**src/rtl/spi_slave_controller.sv**
```systemverilog
// spi_slave_controller: SPI slave transaction sequencer driving the shift register, address latch, memory write and MISO enable
module spi_slave_controller (
    input  logic       clk,
    input  logic       resetn,
    input  logic       csConditioned,
    input  logic       sclkPosedge,
    input  logic       sclkNegedge,
    input  logic       rwBit,
    output logic [1:0] srMode,
    output logic       srShiftEn,
    output logic       addrWe,
    output logic       dmWe,
    output logic       misoBufe,
    output logic       busy
);
    typedef enum logic [3:0] {
        IDLE, GET_ADDR, LATCH_ADDR, READ_WAIT, READ_LOAD,
        READ_SHIFT, WRITE_GET, WRITE_COMMIT, DONE
    } state_t;

    localparam logic [1:0] HOLD  = 2'b00;
    localparam logic [1:0] LEFT  = 2'b10;
    localparam logic [1:0] PLOAD = 2'b11;

    state_t     state, state_next;
    logic [2:0] count, count_next;
    logic       tick;

    // state and bit counter registers
    always_ff @(posedge clk or negedge resetn)
        if (!resetn) begin
            state <= IDLE;
            count <= '0;
        end else begin
            state <= state_next;
            count <= count_next;
        end

    // next-state, bit counting and per-state output decode; the counter wraps 7->0 so a finished byte leaves it cleared
    always_comb begin
        state_next = state;
        count_next = count;
        tick       = 1'b0;
        srMode     = HOLD;
        srShiftEn  = 1'b0;
        addrWe     = 1'b0;
        dmWe       = 1'b0;
        misoBufe   = 1'b0;
        busy       = state != IDLE;
        case (state)
            IDLE: if (!csConditioned) begin
                state_next = GET_ADDR;
                count_next = '0;
            end
            GET_ADDR: begin
                srMode    = LEFT;
                srShiftEn = sclkPosedge;
                tick      = sclkPosedge;
                if (sclkPosedge && count == 3'd7) state_next = LATCH_ADDR;
            end
            LATCH_ADDR: begin
                addrWe     = 1'b1;
                state_next = rwBit ? READ_WAIT : WRITE_GET;
            end
            READ_WAIT: begin
                misoBufe   = 1'b1;
                state_next = READ_LOAD;
            end
            READ_LOAD: begin
                misoBufe   = 1'b1;
                srMode     = PLOAD;
                srShiftEn  = 1'b1;
                state_next = READ_SHIFT;
            end
            READ_SHIFT: begin
                misoBufe  = 1'b1;
                srMode    = LEFT;
                srShiftEn = sclkNegedge;
                tick      = sclkNegedge;
                if (sclkNegedge && count == 3'd7) state_next = DONE;
            end
            WRITE_GET: begin
                srMode    = LEFT;
                srShiftEn = sclkPosedge;
                tick      = sclkPosedge;
                if (sclkPosedge && count == 3'd7) state_next = WRITE_COMMIT;
            end
            WRITE_COMMIT: begin
                dmWe       = 1'b1;
                state_next = DONE;
            end
            DONE: state_next = DONE;
            default: state_next = IDLE;
        endcase
        if (tick) count_next = count + 3'd1;
        if (state != IDLE && csConditioned) begin
            state_next = IDLE;
            count_next = '0;
        end
    end
endmodule
```
**config.mk**
```make
export PLATFORM = sky130hd
export DESIGN_NAME = spi_slave_controller
export DESIGN_NICKNAME = d
export VERILOG_FILES = /design/src/rtl/spi_slave_controller.sv
export SDC_FILE = /design/constraint.sdc
export NUM_CORES = 1
export LEC_CHECK = 0
export CAP_MARGIN = 15
export CORE_MARGIN = 5
export CORE_UTILIZATION = 40
export CTS_BUF_LIST = sky130_fd_sc_hd__clkbuf_8
export DETAILED_ROUTE_END_ITERATION = 8
export HOLD_SLACK_MARGIN = 0.15
export PLACE_DENSITY = 0.71
export SYNTH_ARGS = -nofsm -noshare
export SYNTH_HDL_FRONTEND = slang
export SYNTH_SLANG_ARGS = --single-unit
```
**constraint.sdc**
```tcl
create_clock -name clk -period 2.5 [get_ports clk]
set_input_delay 0.5 -clock clk [delete_from_list [all_inputs] [get_ports clk]]
set_output_delay 0.5 -clock clk [all_outputs]
set_load 0.05 [all_outputs]
```
* Yosys cells after proc, flatten, opt, wreduce, memory -nomap -nowiden
Cells that the tools add are included.
Word-level totals: memories 0, bits in read-only memories 0, bits in registers 7, bits in latches 0, logic and storage cells 46, bits in writable memories 0
Operators by class: reductions and logical operators 12, eq/ne operators 14, $lt $le $gt $ge 0, $mul 0, add/subtract/negate cells 1, muxes and demuxes 17, divide/modulo/power cells 0, shift-type cells 0, bitwise operators 0
Operators with widths (number):
- $pmux W4 S8 | 1
- $mux W4 | 5
- $eq A4 B3 Y1 const B | 4
- $mux W3 | 5
- $ne A3 B3 Y1 const B | 4
- $eq A4 B2 Y1 const B | 2
- $reduce_or A3 Y1 | 2
- $eq A4 B1 Y1 const B | 1
- $eq A4 B4 Y1 const B | 1
- $logic_not A4 Y1 | 1
- $pmux W2 S2 | 1
- $reduce_and A4 Y1 | 1
- $reduce_bool A4 Y1 | 1
- $reduce_or A2 Y1 | 2
- $add A3 B1 Y3 const B | 1
- $eq A3 B3 Y1 const B | 1
- $logic_and A1 B1 Y1 | 3
- $mux W1 | 3
- $ne A3 B1 Y1 const B | 1
- $pmux W1 S3 | 1
- $reduce_bool A3 Y1 | 1
- $pmux W1 S2 | 1
- $reduce_and A2 Y1 | 1

* Longest topological paths before layout
word-level depth 5, gate-level depth with buffers 5, gate-level depth less buffers 5

* Least setup slack after synthesis
Ideal clock, no wire load.
path type reg2out, start point register state[2], end point output srShiftEn, setup slack -0.284 ns, arrival time 2.284 ns, cell stages (with the launch flop) 5, data required time 2.000 ns, buffers on the path 1, cell sequence dfrtp_1 buf_2 nand2b_1 nor3_1 o21bai_1
On the way: longest elaborated chain between the ends 3
Ends and longest elaborated chain:
- from (decl) | RTL line 25 | state_t state, state_next;
- from (signal assigned) | RTL line 35 | state <= state_next;
- $eq A4 B3 Y1 / $eq A4 B1 Y1 (equally long branches) | RTL line 50 | case (state)
- $reduce_or A2 Y1 (no source line)
- $pmux W1 S3 * | RTL line 50
- to (decl) | RTL line 10 | output logic srShiftEn,
Every way passes the cells marked *; elsewhere a longest branch is shown, timed or not.

* Final worst setup path
start point input sclkPosedge, end point output srShiftEn
On the way: longest elaborated chain between the ends 1
Ends and longest elaborated chain:
- from (decl) | RTL line 6 | input logic sclkPosedge,
- $pmux W1 S3 | RTL line 50
Every way passes these cells.

==> results.sh <==
export IMPL_clkTransAtPathRegs_ns=0.04
export IMPL_holdBufCountCts=0
export IMPL_pwr_density_cell_nw_per_um2=470
export IMPL_synth_seq_cells=7
export IMPL_ys_types=30
export IMPL_rrSetupSlack_ns=0.78
export IMPL_htree_levels=1
export IMPL_dieArea_um2=2190
export IMPL_post_cts_buffers=0
export IMPL_syn_area_um2=543
export IMPL_dr_first_iter_drc_count=5
export IMPL_fmax_mhz=429
export IMPL_wire_per_inst_um=12.5
export IMPL_clk_latency_ns=0.22
export IMPL_vias=496
export IMPL_place_area_um2=642
export IMPL_fin_crit_sh_pct=93.1
export IMPL_critPathCaptureType="primary output"
export IMPL_grt_pass1_vias=455
export IMPL_cts_resized=0
export IMPL_syn_inst=65
export IMPL_rsz0062_at_grt="false"
export IMPL_avgSynthCellArea_um2=8.35
export IMPL_fin_tns_setup_ns=0
export IMPL_grt_start_max_net_pins=13
export IMPL_numClockSinks=7
export IMPL_yosysSeqAreaShare_pct=32.3
export IMPL_cp_start_kind="primary input"
export IMPL_maxSlewViolCount=0
export IMPL_ir_worst_vdd_uv=454
export IMPL_finish_instance_area_um2=687
export IMPL_yosys_warnings=0
export IMPL_grt_overflow=0
export IMPL_final_common_cell="inv_1"
export IMPL_cts_buffers=3
export IMPL_worst_slew_pin_slew_ns=0.371
export IMPL_dp_hpwl_um=915
export IMPL_post_place_ws_ns=0.179
export IMPL_holdWs_ns=0.543
export IMPL_maxSlewHeadroom_pct=75.3
export IMPL_min_path_type="in2async"
export IMPL_layout_drive_gt1_share_pct=19.7
export IMPL_fill_cells=122
export IMPL_vias_per_cell=5.45
export IMPL_gp_congestion=0.882
export IMPL_die_w_um=46.8
export IMPL_p_leak_nw=0.301
export IMPL_layout_cells_non_filler=91
export IMPL_dr_pass1_iters=2
export IMPL_cts_tree="built"
export IMPL_clock_path_buffers=2
export IMPL_path_max_fanout=4
export IMPL_crit_type="in2out"
export IMPL_area_growth_pct=26.5
export IMPL_hold_viol=0
export IMPL_dp_cells=87
export IMPL_nets=85
export IMPL_die_h_um=46.8
export IMPL_required_ns=2.00
export IMPL_layout_min_cycle_time_ns=2.33
export IMPL_numPortBuffers=12
export IMPL_final_cell_mix="8 x inv_1, 7 x dfrtp_1, 7 x buf_4"
export IMPL_grt_pass1_wl_mm=1.87
export IMPL_setup_slack_ns=0.171
export IMPL_root_buffer="clkbuf_8"
export IMPL_arrival_ns=1.83
export IMPL_r2r_cells=4
export IMPL_skew_ns=0.00102
export IMPL_synth_nets=73
export IMPL_antenna_found_initial=0
export IMPL_rows=13
export IMPL_setup_viol=0
export IMPL_status="finished clean"
export IMPL_start_util_pct=42.3
export IMPL_ant_nets=0
export IMPL_num_antenna_cells=0
export IMPL_max_cap_viol_count=0
export IMPL_coreArea_um2=1280
export IMPL_drc=0
export IMPL_grtUsageTotal_pct=11.9
export IMPL_routed_wl_mm=1.14
export IMPL_pin_count=13
[flip-flops by register name (all words and copies together) (netlist names)]
register  count
count         3
state         4
[cells in the mapped netlist]
master	count	share of area, %
o21a_1	2	2.8
o221ai_1	2	3.2
ha_1	2	4.6
a211o_1	1	1.6
o22ai_1	1	1.2
inv_1	7	4.8
nor3b_1	1	1.4
and2b_1	1	1.4
nor2_1	5	3.5
nor2b_1	1	1.2
a41oi_1	1	1.6
nand3_1	3	2.8
a31oi_1	1	1.2
or3_4	1	2.1
buf_4	2	2.8
o21bai_1	1	1.4
nor4b_1	1	1.6
nor3_1	3	2.8
buf_2	1	0.92
nand2b_1	3	3.5
nand2_1	4	2.8
o32ai_1	1	1.6
mux2_2	2	4.1
a21oi_1	5	4.6
o31a_1	1	1.6
dfrtp_1	7	32
or3_1	1	1.2
a211oi_1	1	1.4
a32oi_2	1	3.0
clkbuf_1	2	1.4
[worst max-delay path: stages]
cell and delay, ns:
clkdlybuf4s50_1 0.47, mux2_2 0.30, a32oi_2 0.26, o21bai_1 0.09, buf_4 0.20
[path summary, 6_finish.rpt]
path / to / from
min: count[2]$_DFFE_PN0P_ / resetn
max: srShiftEn / sclkPosedge
max in group asynchronous: state[3]$_DFFE_PN0P_ / resetn
min in group clk: count[1]$_DFFE_PN0P_ / count[1]$_DFFE_PN0P_
max reg2reg: count[0]$_DFFE_PN0P_ / state[2]$_DFFE_PN0P_
min reg2reg: count[1]$_DFFE_PN0P_ / count[1]$_DFFE_PN0P_
[routing by layer]
layer  part of all wire (%)  vias up  track usage (%)
li1                       -      255                -
met1                     47      225             14.7
met2                     44       14             19.8
met3                    7.2        2             1.53
met4                    1.2        0             6.63
met5                      0        -                0
[metrics by stage]
step / util, % / power [mW]
after detailed placement: 50.0 / 0.176
final: 53.5 / 0.323
after global routing: 53.5 / 0.341
after CTS: 53.5 / 0.328
after floorplan: - / 0.157
after global placement: 50.0 / 0.175
[kinds of logic after synthesis]
| group | synth area share [%] |
|---|---|
| AO/OA/AOI/OAI | 25.1 |
| flip-flops | 32.3 |
| multiplexers | 4.15 |
| adder cells (fa/ha/maj) | 4.61 |
| buffers and inverters | 9.91 |
| AND/OR/NAND/NOR | 24.0 |
[layout make-up]
type,instances,area (µm²),share of cell area [%]
Multi-Input combinational cell,46,319,46.4
Sequential cell,7,175,25.5
Timing Repair Buffer,12,103,14.9
Clock buffer,3,41.3,6.01
Inverter,7,26.3,3.83
Tap cell,15,18.8,2.73
Clock inverter,1,3.75,0.546
[power by group]
| part | internal, mW | switching (mW) | total (mW) |
|---|---|---|---|
| sequential | 0.118 | 0.00501 | 0.123 |
| combinational | 0.0224 | 0.0289 | 0.0513 |
| clock | 0.106 | 0.0427 | 0.148 |
Power figures use the tool's default switching activity.
